File: src/rtl/systolic_input_feeder.sv
// rtl/systolic_input_feeder.sv - skewed activation/weight feeder for a systolic PE array
// Buffers ROWS*K element pairs and streams them out with a one-cycle skew per row.
module systolic_input_feeder #(
  parameter int ROWS   = 8,
  parameter int DATA_W = 16,
  parameter int K      = 4,
  localparam int AW    = (ROWS * K > 1) ? $clog2(ROWS * K) : 1,
  localparam int CW    = $clog2(K + 2)
) (
  input  logic                     clk,
  input  logic                     rst,
  input  logic                     en,
  input  logic                     wr_en,
  input  logic [AW-1:0]            wr_addr,
  input  logic [DATA_W-1:0]        wr_act,
  input  logic [DATA_W-1:0]        wr_wgt,
  input  logic                     start,
  input  logic                     cluster_done,
  output logic [ROWS*DATA_W-1:0]   activations,
  output logic [ROWS*DATA_W-1:0]   weights,
  output logic [ROWS-1:0]          done,
  output logic                     busy,
  output logic                     finish
);

  localparam logic [1:0] S_IDLE = 2'd0;
  localparam logic [1:0] S_RUN  = 2'd1;
  localparam logic [1:0] S_WAIT = 2'd2;

  logic [1:0]             r_state;
  logic [DATA_W-1:0]      r_act_buf [ROWS*K];
  logic [DATA_W-1:0]      r_wgt_buf [ROWS*K];
  logic [CW-1:0]          r_cnt     [ROWS];
  logic [ROWS*DATA_W-1:0] r_act;
  logic [ROWS*DATA_W-1:0] r_wgt;
  logic [ROWS-1:0]        r_done;
  logic [ROWS-1:0]        w_go;
  logic [AW-1:0]          w_idx     [ROWS];

  // A lane advances once its upstream neighbour has started, which creates the skew.
  always_comb begin
    w_go[0] = (r_cnt[0] <= CW'(K));
    for (int r = 1; r < ROWS; r++) begin
      w_go[r] = (r_cnt[r] <= CW'(K)) && (r_cnt[r-1] != '0);
    end
    for (int r = 0; r < ROWS; r++) begin
      w_idx[r] = AW'(r * K) + AW'(r_cnt[r]);
    end
  end

  always_ff @(posedge clk) begin
    if (wr_en && (r_state == S_IDLE)) begin
      r_act_buf[wr_addr] <= wr_act;
      r_wgt_buf[wr_addr] <= wr_wgt;
    end
  end

  always_ff @(posedge clk) begin
    if (rst) begin
      r_state <= S_IDLE;
      r_act   <= '0;
      r_wgt   <= '0;
      r_done  <= '0;
      for (int r = 0; r < ROWS; r++) r_cnt[r] <= '0;
    end else if (en) begin
      case (r_state)
        S_IDLE: begin
          if (start) begin
            r_state <= S_RUN;
            r_act   <= '0;
            r_wgt   <= '0;
            r_done  <= '0;
            for (int r = 0; r < ROWS; r++) r_cnt[r] <= '0;
          end
        end
        S_RUN: begin
          for (int r = 0; r < ROWS; r++) begin
            r_act[r*DATA_W +: DATA_W] <= '0;
            r_wgt[r*DATA_W +: DATA_W] <= '0;
            if (w_go[r]) begin
              r_cnt[r] <= r_cnt[r] + CW'(1);
              if (r_cnt[r] < CW'(K)) begin
                r_act[r*DATA_W +: DATA_W] <= r_act_buf[w_idx[r]];
                r_wgt[r*DATA_W +: DATA_W] <= r_wgt_buf[w_idx[r]];
              end else begin
                r_done[r] <= 1'b1;
              end
            end
          end
          if (w_go[ROWS-1] && (r_cnt[ROWS-1] == CW'(K))) r_state <= S_WAIT;
        end
        S_WAIT: begin
          if (cluster_done) r_state <= S_IDLE;
        end
        default: r_state <= S_IDLE;
      endcase
    end
  end

  assign activations = r_act;
  assign weights     = r_wgt;
  assign done        = r_done;
  assign busy        = (r_state != S_IDLE);
  assign finish      = (r_state == S_WAIT) && cluster_done && en && !rst;

endmodule

File: config.mk
export PLATFORM = sky130hd
export DESIGN_NAME = systolic_input_feeder
export DESIGN_NICKNAME = d
export VERILOG_FILES = /design/src/rtl/systolic_input_feeder.sv
export SDC_FILE = /design/constraint.sdc
export NUM_CORES = 1
export LEC_CHECK = 0
export ABC_CLOCK_PERIOD_IN_PS = 4500
export CAP_MARGIN = 20
export CORE_MARGIN = 3
export CORE_UTILIZATION = 58
export DETAILED_ROUTE_END_ITERATION = 10
export GPL_TIMING_DRIVEN = 0
export PLACE_DENSITY_LB_ADDON = 0.08
export SYNTH_ARGS = -nofsm -noshare
export SYNTH_HDL_FRONTEND = slang
export SYNTH_SLANG_ARGS = --single-unit
File: constraint.sdc
create_clock -name clk -period 4.5 [get_ports clk]
set_clock_uncertainty 0.15 [all_clocks]
set_input_delay 0.675 -clock clk [delete_from_list [all_inputs] [get_ports clk]]
set_output_delay 0.675 -clock clk [all_outputs]
set_load 0.1 [all_outputs]
==> impl_metrics.env <==
export IMPL_post_dp_hpwl_mm=70.2
export IMPL_wl_per_cell_um=29.5
export IMPL_grt_pass1_wl_mm=162
export IMPL_synth_top_family_by_area="multiplexers"
export IMPL_rsz0062_at_grt="false"
export IMPL_grt_start_max_net_pins=33
export IMPL_path_buf_inv=3
export IMPL_status="completed"
export IMPL_r2r_end="r_wgt_buf[5][4]$_DFFE_PP_"
export IMPL_ys_flop_type="edfxtp_1"
export IMPL_post_route_min_period_ps=4140
export IMPL_cts_root_buf="clkbuf_16"
export IMPL_place_congestion=0.760
export IMPL_antenna_found_initial=11
export IMPL_fin_crit_sh=0.921
export IMPL_wl_mm=113
export IMPL_placed_area_um2=52400
export IMPL_clock_path_buffers=3
export IMPL_synth_xor_area_frac=0.000188
export IMPL_crit_top_cell="clkdlybuf4s50_1"
export IMPL_synth_area_um2=46700
export IMPL_area_delta_synth_final_pct=21.7
export IMPL_hold_viol_final=0
export IMPL_numCtsBuffers=132
export IMPL_nets=2708
export IMPL_die_area_um2=84000
export IMPL_relSlewSlack=0.196
export IMPL_synthCells=2157
export IMPL_drt_initial_drc_count=2226
export IMPL_p_total_w=0.0261
export IMPL_synth_top_area_cell="edfxtp_1"
export IMPL_critical_path_class="input port to primary output"
export IMPL_regArea_um2=36800
export IMPL_cp_top_family="buffers and inverters"
export IMPL_path_cells="clkdlybuf4s50_1 > buf_2 > nor4b_2 > clkdlybuf4s50_1"
export IMPL_cp_required_ps=3670
export IMPL_switchingPower_w=0.00581
export IMPL_antenna_left=0
export IMPL_dr_pass1_iters=5
export IMPL_cts_reportedPaths_clkPinSlew_ps=60
export IMPL_worst_slack_ps=357
export IMPL_syn_avg_cell_area_um2=21.7
export IMPL_postCtsHoldBufs=0
export IMPL_synthAdderAreaFrac=0.00429
export IMPL_clock_latency_ps=710
export IMPL_yosysSeqAreaShare=0.787
export IMPL_cts_max_level=4
export IMPL_min_to="r_wgt_buf[21][7]$_DFFE_PP_"
export IMPL_grt_total_usage=0.273
export IMPL_min_delay_path_depth=1
export IMPL_hold_path_class="input port to flop"
export IMPL_worstReg2RegStart="r_state[1]$_SDFFE_PP0P_"
export IMPL_synth_mux_area_fraction=0.126
export IMPL_fin_area_um2=56800
export IMPL_pre_cts_slack_ps=400
export IMPL_cts_resized=0
export IMPL_synth_seq_cells=1314
export IMPL_synth_top_area_share=0.672
export IMPL_synth_edf_count=1045
export IMPL_cp_num_cells=4
export IMPL_slowest_stage="clkdlybuf4s50_1"
export IMPL_cts_tree="built"
export IMPL_p_leak_nw=18.7
export IMPL_dieWidth_um=290
export IMPL_powerDensity_nw_per_um2=460
export IMPL_comb_power_share=0.069
export IMPL_pin_count=309
export IMPL_worstRegToRegCells=6
export IMPL_via_count=23700
export IMPL_synthArstFlopShare=0
export IMPL_endpoint_kind="primary output"
export IMPL_drc=0
export IMPL_hold_slack_ps=285
export IMPL_multiInputGateArea_um2=9400
export IMPL_cts_sinks=1314
export IMPL_max_stage_delay_ps=1230
export IMPL_syn_nets=2216
export IMPL_io_buffer_count=308
export IMPL_core_um2=79400
export IMPL_cap_viol_max_count=0
export IMPL_fillerInstances=4741
export IMPL_hold_path_startpoint="wr_wgt[7]"
export IMPL_power_frac_seq=0.510
export IMPL_ys_warn_count=0
export IMPL_slew_viol_final=0
export IMPL_critPathLaunch="en"
export IMPL_post_cts_buffers=0
export IMPL_p_sw_frac=0.222
export IMPL_internal_power_w=0.0203
export IMPL_drive_above_1_share=0.246
export IMPL_via_per_inst=6.21
export IMPL_r2r_slack_ps=1390
export IMPL_synth_cell_types=40
export IMPL_arrival_ps=3320
export IMPL_pwr_share_clk=0.421
export IMPL_tightestPinTransition_ps=1200
export IMPL_fmax_mhz=241
export IMPL_rows=103
export IMPL_start_util=0.588
export IMPL_chipHeight_um=290
export IMPL_synthSimpleGateAreaFrac=0.0140
export IMPL_synth_compound_area_frac=0.0518
export IMPL_grt_pass1_vias=24000
export IMPL_synth_area_top_cells="edfxtp_1 (67%), mux4_2 (12%), dfxtp_1 (12%), a22o_1 (4.8%), buf_2 (0.63%)"
export IMPL_setup_viol=0
export IMPL_irDropWorstVdd_mv=0.428
export IMPL_grt_overflow=0
export IMPL_worst_setup_path_start_kind="input port"
export IMPL_crit_path_max_fanout=10
-- cell families (layout without fill, tap and decap cells) --
logic type      count (synthesis)  in the layout
buf+inv                       150            754
mux                           265            265
fa+ha+maj                      16             16
xor+xnor                        1              1
other cells                     0              3
compound gates                286            286
simple gates                  125            125
flops                        1314           1314
-- worst register-to-register path, stage by stage (launching register included) --
cell	delay, ps
dfxtp_1	310
buf_2	170
nor2_1	380
nand4b_1	630
buf_16	400
nor2_4	530
buf_16	240
-- power groups by stage --
stage | clock [W] | combinational (W) | sequential (W)
detailed placement | 0 | 0.00181 | 0.0136
global route | 0.0116 | 0.00190 | 0.0133
CTS | 0.0111 | 0.00182 | 0.0133
global placement | 0 | 0.00172 | 0.0136
finish | 0.0110 | 0.00181 | 0.0133
floorplan | 0 | 0.000708 | 0.0140
-- state kept, by name, summed over array words and instances (netlist names) --
register	cells
r_cnt	24
r_act_buf	512
r_state	2
r_wgt_buf	512
done	8
activations	128
weights	128
-- worst max-delay path by stage --
stage / end
after floorplan: finish
after global placement: r_wgt_buf[6][3]$_DFFE_PP_
after detailed placement: finish
after CTS: finish
after global routing: finish
final: finish
-- metal layers --
layer,track usage,share of wire,vias to the layer above
li1,-,-,9955
met3,0.0584,0.085,181
met4,0.0880,0.028,8
met2,0.441,0.50,1035
met1,0.379,0.39,12500
met5,0,0.00040,-
-- layout by cell type (no fill, tap or decap), drive strengths merged, types with 5 or more instances in the layout --
cell and instances:
a22o 256, bufinv 10, a21o 5, buf 160
mux2 7, o21ai 11, clkinv 52, mux4 256
dfxtp 269, nand2 18, nor2b 9, inv 32
nor2 69, nand3b 5, a21oi 8, edfxtp 1045
clkbuf 214, clkdlybuf4s50 285, ha 16
-- layout make-up --
| cell class | instances | area share |
|---|---|---|
| multi-input combinational | 693 | 0.165 |
| timing repair buffer | 358 | 0.0724 |
| sequential | 1314 | 0.647 |
| clock inverter | 67 | 0.0113 |
| clock buffer | 179 | 0.0667 |
| tap | 1050 | 0.0231 |
| antenna | 3 | 0.000132 |
| buffer | 122 | 0.0121 |
| inverter | 28 | 0.00185 |
-- stage by stage --
step | util | std cells | setup TNS (ps)
2_1_floorplan | - | 2157 | 0
3_3_place_gp | 0.644 | 3515 | -656060
3_5_place_dp | 0.660 | 3564 | 0
4_1_cts | 0.715 | 3810 | 0
5_1_grt | 0.716 | 3811 | 0
6_report | 0.716 | 3814 | 0
-- synthesized netlist by cell type (3+ instances only) --
| cell | n |
|---|---|
| clkbuf_1 | 35 |
| nor2_2 | 7 |
| edfxtp_1 | 1045 |
| ha_1 | 16 |
| nand3_1 | 3 |
| inv_1 | 28 |
| a21o_1 | 5 |
| buf_4 | 14 |
| a21oi_1 | 8 |
| nand2b_1 | 3 |
| nand3b_1 | 4 |
| mux2_2 | 7 |
| buf_6 | 14 |
| dfxtp_1 | 269 |
| mux4_2 | 256 |
| o21ai_0 | 9 |
| a22o_1 | 256 |
| nor2b_1 | 9 |
| buf_2 | 59 |
| nand2_1 | 18 |
| nor2_1 | 62 |
(Power assumes the default switching activity.)
